<file path="config.mk">
export PLATFORM = sky130hd
export DESIGN_NAME = spdif_subframe_enc
export DESIGN_NICKNAME = d
export VERILOG_FILES = /design/src/rtl/spdif_subframe_enc.sv
export SDC_FILE = /design/constraint.sdc
export NUM_CORES = 1
export LEC_CHECK = 0
export ABC_CLOCK_PERIOD_IN_PS = 5700
export CORE_ASPECT_RATIO = 1.2
export CORE_UTILIZATION = 40
export DETAILED_ROUTE_END_ITERATION = 8
export PLACE_DENSITY = 0.73
export SYNTH_ARGS = -nofsm -noshare
export SYNTH_HDL_FRONTEND = slang
export SYNTH_SLANG_ARGS = --single-unit
</file>
<file path="constraint.sdc">
create_clock -name clk_i -period 5.7 [get_ports clk_i]
set_input_delay 0.855 -clock clk_i [delete_from_list [all_inputs] [get_ports clk_i]]
set_output_delay 0.855 -clock clk_i [all_outputs]
set_load 0.005 [all_outputs]
</file>
<file path="src/rtl/spdif_subframe_enc.sv">
// S/PDIF (IEC 60958 consumer) subframe encoder: one stereo PCM pair per frame, BMC serial out.
// Optional channel-status CRCC in bits 184-191 is built when SPDIF_CS_CRC_EN is defined.
module spdif_subframe_enc #(
  parameter int PCM_W   = 24,
  parameter bit COPY_OK = 1'b1,
  parameter bit FS_44K1 = 1'b0
) (
  input  logic             clk_i,
  input  logic             rst_i,
  input  logic             en_i,
  input  logic [PCM_W-1:0] pcm_L_i,
  input  logic [PCM_W-1:0] pcm_R_i,
  output logic             pcm_rd_o,
  output logic             spdif_tx_o
);

  localparam logic [7:0] PRE_B = 8'hE8;
  localparam logic [7:0] PRE_M = 8'hE2;
  localparam logic [7:0] PRE_W = 8'hE4;

  logic [6:0]  hc;
  logic [7:0]  fc;
  logic        sf, ph, wrap;
  logic [4:0]  slot;
  logic [23:0] aud_l, aud_r, aud;
  logic [23:0] l_mj, r_mj;
  logic        v_q, pol_q;
  logic        cs_bit, par, data_bit, pol, tx_nxt;
  logic [7:0]  pat;
  logic [31:0] sub_word;

  assign sf   = hc[6];
  assign slot = hc[5:1];
  assign ph   = hc[0];
  assign wrap = (hc == 7'd127);

  // Narrow samples are MSB-justified into the 24-bit audio field.
  assign l_mj = 24'(pcm_L_i) << (24 - PCM_W);
  assign r_mj = 24'(pcm_R_i) << (24 - PCM_W);

  always_ff @(posedge clk_i or posedge rst_i) begin
    if (rst_i) begin
      hc <= '0;
      fc <= '0;
    end else begin
      hc <= hc + 7'd1;
      if (wrap) fc <= (fc == 8'd191) ? 8'd0 : fc + 8'd1;
    end
  end

  always_ff @(posedge clk_i or posedge rst_i) begin
    if (rst_i) begin
      aud_l    <= '0;
      aud_r    <= '0;
      v_q      <= 1'b1;
      pcm_rd_o <= 1'b0;
    end else begin
      pcm_rd_o <= wrap & en_i;
      if (wrap) begin
        aud_l <= en_i ? l_mj : 24'd0;
        aud_r <= en_i ? r_mj : 24'd0;
        v_q   <= ~en_i;
      end
    end
  end

`ifdef SPDIF_CS_CRC_EN
  logic [7:0] crc_q;

  function automatic logic [7:0] crc8_step(input logic [7:0] c, input logic b);
    logic fb;
    fb = c[7] ^ b;
    return {c[6:0], 1'b0} ^ (fb ? 8'h1D : 8'h00);
  endfunction

  // Advanced once per frame while the left C slot is on the line; frozen for 184..191.
  always_ff @(posedge clk_i or posedge rst_i) begin
    if (rst_i) begin
      crc_q <= 8'hFF;
    end else if (hc == 7'd60) begin
      if (fc == 8'd0)        crc_q <= crc8_step(8'hFF, cs_bit);
      else if (fc < 8'd184)  crc_q <= crc8_step(crc_q, cs_bit);
    end
  end
`endif

  always_comb begin
    cs_bit = 1'b0;
    if (fc == 8'd2)  cs_bit = COPY_OK;
    if (fc == 8'd25) cs_bit = ~FS_44K1;
`ifdef SPDIF_CS_CRC_EN
    if (fc >= 8'd184) cs_bit = crc_q[3'(8'd191 - fc)];
`endif
  end

  assign aud      = sf ? aud_r : aud_l;
  assign par      = ^{aud, v_q, cs_bit};
  assign sub_word = {par, cs_bit, 1'b0, v_q, aud, 4'b0000};
  assign data_bit = sub_word[slot];

  // Line level at the end of the previous subframe sets preamble polarity.
  always_ff @(posedge clk_i or posedge rst_i) begin
    if (rst_i)                   pol_q <= 1'b0;
    else if (hc[5:0] == 6'd0)    pol_q <= spdif_tx_o;
  end

  always_comb begin
    pat    = sf ? PRE_W : ((fc == 8'd0) ? PRE_B : PRE_M);
    pol    = (hc[5:0] == 6'd0) ? spdif_tx_o : pol_q;
    tx_nxt = 1'b0;
    if (hc[5:3] == 3'd0) tx_nxt = pat[~hc[2:0]] ^ pol;
    else if (!ph)        tx_nxt = ~spdif_tx_o;
    else                 tx_nxt = spdif_tx_o ^ data_bit;
  end

  always_ff @(posedge clk_i or posedge rst_i) begin
    if (rst_i) spdif_tx_o <= 1'b0;
    else       spdif_tx_o <= tx_nxt;
  end

endmodule

</file>
==> flow_summary.json <==
{
  "power.leakage_nw": 1.85,
  "worst_ep_required_time_ns": 5.96,
  "finalSetupViolCount": 0,
  "path_class": "reg2reg",
  "placed_cell_area_mm2": 0.00439,
  "cp_common_cell": "xnor2_1",
  "area_growth_pct": 21.4,
  "powerDensity_mw_per_mm2": 210,
  "grt_use_total": 0.186,
  "drcViolationCount": 0,
  "fmax_mhz": 368,
  "synthCells": 420,
  "cts.repair.resized": 0,
  "grt_pass1_vias": 3028,
  "drive_above_1_share": 0.0665,
  "yosys_warnings": 0,
  "period_needed_ns": 2.71,
  "fillers": 859,
  "cap_viol_max_count": 0,
  "timing.final.ws_setup_ns": 2.99,
  "synth.area.top_cells": "dfrtp_1, nand2_1, mux2i_1",
  "seqPwrFrac": 0.490,
  "p_sw_frac": 0.199,
  "place_hpwl_mm": 6.02,
  "worst_pin_slew_ns": 0.985,
  "synth_top_cell_by_area": "dfrtp_1",
  "netlist.area_leader.share": 0.434,
  "die_x_um": 91.0,
  "cts_tree": "built",
  "vias": 3038,
  "avgSynthCellArea_um2": 9.05,
  "clk_latency_ns": 0.35,
  "fin_crit_sh": 0.476,
  "layout_common_cells": "nand2_1, dfrtp_1, nand3_1, clkdlybuf4s50_1, mux2i_1",
  "grt.overflow.total": 0,
  "dp_slack_ns": 2.99,
  "ir_worst_vdd_v": 0.000155,
  "post-route-util": 0.506,
  "vias_per_cell": 5.18,
  "synth.yosys.seq_area_share": 0.441,
  "finalSetupTns_ns": 0,
  "crit_chain": "mux2i_1 -> xnor2_1 -> xnor2_1 -> xnor2_1 -> xnor2_1 -> o31a_1 -> a21o_1 -> a221oi_2",
  "numCtsBuffers": 9,
  "crit_fanout": 40,
  "rsz0062_at_grt": "false",
  "maxSlewViolCount": 0,
  "post_cts_buffers": 0,
  "hold_viol": 0,
  "combPwrFrac": 0.051,
  "crit_path_end_kind": "flip-flop",
  "grt_pass1_wl_mm": 14.2,
  "row_count": 38,
  "clk_pin_slew_ns": 0.07,
  "syn_nets": 477,
  "diodes": 0,
  "ys_ff_latch": 67,
  "slew_headroom": 0.344,
  "layout_commonest_cell": "nand2_1",
  "wl_mm": 8.33,
  "p_clk_frac": 0.458,
  "ios": 53,
  "portBuffers": 52,
  "hold_path.class": "reg2reg",
  "outcome": "finished, final reports clean",
  "ctsRootBufferMaster": "clkbuf_8",
  "wl_per_cell_um": 14.2,
  "gp_congestion": 0.884,
  "antenna_found_initial": 0,
  "clock_sinks": 67,
  "ctsHoldBuffers": 0,
  "switching_power_w": 0.000193,
  "die_y_um": 109,
  "drt_first_pass_iters": 4,
  "grt_start_max_net_pins": 68,
  "start_util": 0.416,
  "initialDrtViolationCount": 224,
  "syn_area_mm2": 0.00380,
  "coreArea_mm2": 0.00913,
  "ant_nets": 0,
  "h-tree-depth": 3,
  "nNetsFinal": 518,
  "ys_types": 38,
  "p_int_w": 0.000776,
  "final_cells": 586,
  "design_area_mm2": 0.00462,
  "place_inst": 570,
  "dieArea_mm2": 0.00990,
  "critPathLaunchType": "flip-flop",
  "cts.path.max_buffers": 2,
  "critPathSlowestCell": "dfrtp_2",
  "arrival_ns": 2.97,
  "fin_worst_skew_ns": 0.0102,
  "slowest_delay_ns": 1.00
}
==> cells by family after synthesis <==
logic type                 count (synthesis)  synth area share
AOI/OAI and AO/OA                         34            0.0586
xor gates and xnor gates                  46             0.108
buffers and inverters                     36            0.0402
DFF                                       67             0.441
and+or+nand+nor                          197             0.229
muxes                                     34             0.103
adders and majority gates                  6            0.0197
==> final timing paths <==
path / end / slack (ns) / startpoint / cells past startpoint
worst max-delay path: spdif_tx_o / 2.99 / hc[6] / 8
worst min-delay path: v_q / 0.51 / v_q / 2
worst max register to register: spdif_tx_o / 2.99 / hc[6] / 8
worst min register to register: v_q / 0.51 / v_q / 2
max in group asynchronous: hc[6] / 4.05 / rst_i / 3
min in group asynchronous: pol_q / 1.07 / rst_i / 3
==> power by group through the flow <==
stage / Sequential [W] / Combinational [W] / Clock, W
after floorplan: 0.000484 / 0.0000120 / 0
after CTS: 0.000475 / 0.0000510 / 0.000452
after global routing: 0.000475 / 0.0000552 / 0.000472
final: 0.000475 / 0.0000498 / 0.000444
after global placement: 0.000484 / 0.0000493 / 0
after detailed placement: 0.000484 / 0.0000509 / 0
==> metrics by stage <==
step / hold WS (ns) / total power, W
after floorplan: 0.475 / 0.000496
after global placement: 0.493 / 0.000534
after detailed placement: 0.500 / 0.000535
after CTS: 0.516 / 0.000979
after global routing: 0.542 / 0.00100
final: 0.510 / 0.000969
==> sequential cells by signal, indices dropped and copies added (netlist names) <==
signal and count:
fc 8, aud_r 24, pol_q 1, aud_l 24, v_q 1, spdif_tx_o 1
pcm_rd_o 1, hc 7
==> worst max-delay path: cells and delay by family (launching register included) <==
family,cells,cell delay [ns]
DFF,1,1.00
AOI/OAI and AO/OA,3,0.70
xor gates and xnor gates,4,0.58
muxes,1,0.32
==> synthesized netlist by cell type (all sizes together) <==
library cell,number
nand2,112
dfrtp,66
nand3,53
mux2i,29
xor2,24
xnor2,22
clkbuf,20
inv,10
o21ai,10
a21oi,9
nor2,9
a22oi,7
nor3,7
buf,6
ha,6
mux4,4
nand4,4
and2,3
nor2b,3
a21boi,2
and3,2
nor4,2
a21o,1
a221oi,1
a311oi,1
dfstp,1
mux2,1
nor3b,1
o22a,1
o31a,1
o31ai,1
or3,1
==> per-layer routing <==
metal | vias up | GRT usage | routed length (um)
met5 | - | 0 | 0
met4 | 0 | 0.0964 | 295
met3 | 18 | 0.0404 | 287
met2 | 65 | 0.318 | 4190
met1 | 1469 | 0.221 | 3550
li1 | 1486 | - | -
==> cell type report <==
| type | instances | area (um^2) | area share |
|---|---|---|---|
| Timing Repair Buffer | 56 | 551 | 0.119 |
| Sequential cell | 67 | 1680 | 0.364 |
| Multi-Input combinational cell | 317 | 1970 | 0.427 |
| Inverter | 10 | 37.5 | 0.00813 |
| Clock buffer | 12 | 155 | 0.0336 |
| Clock inverter | 4 | 72.6 | 0.0157 |
| Tap cell | 120 | 150 | 0.0325 |
(Power assumes the default switching activity.)
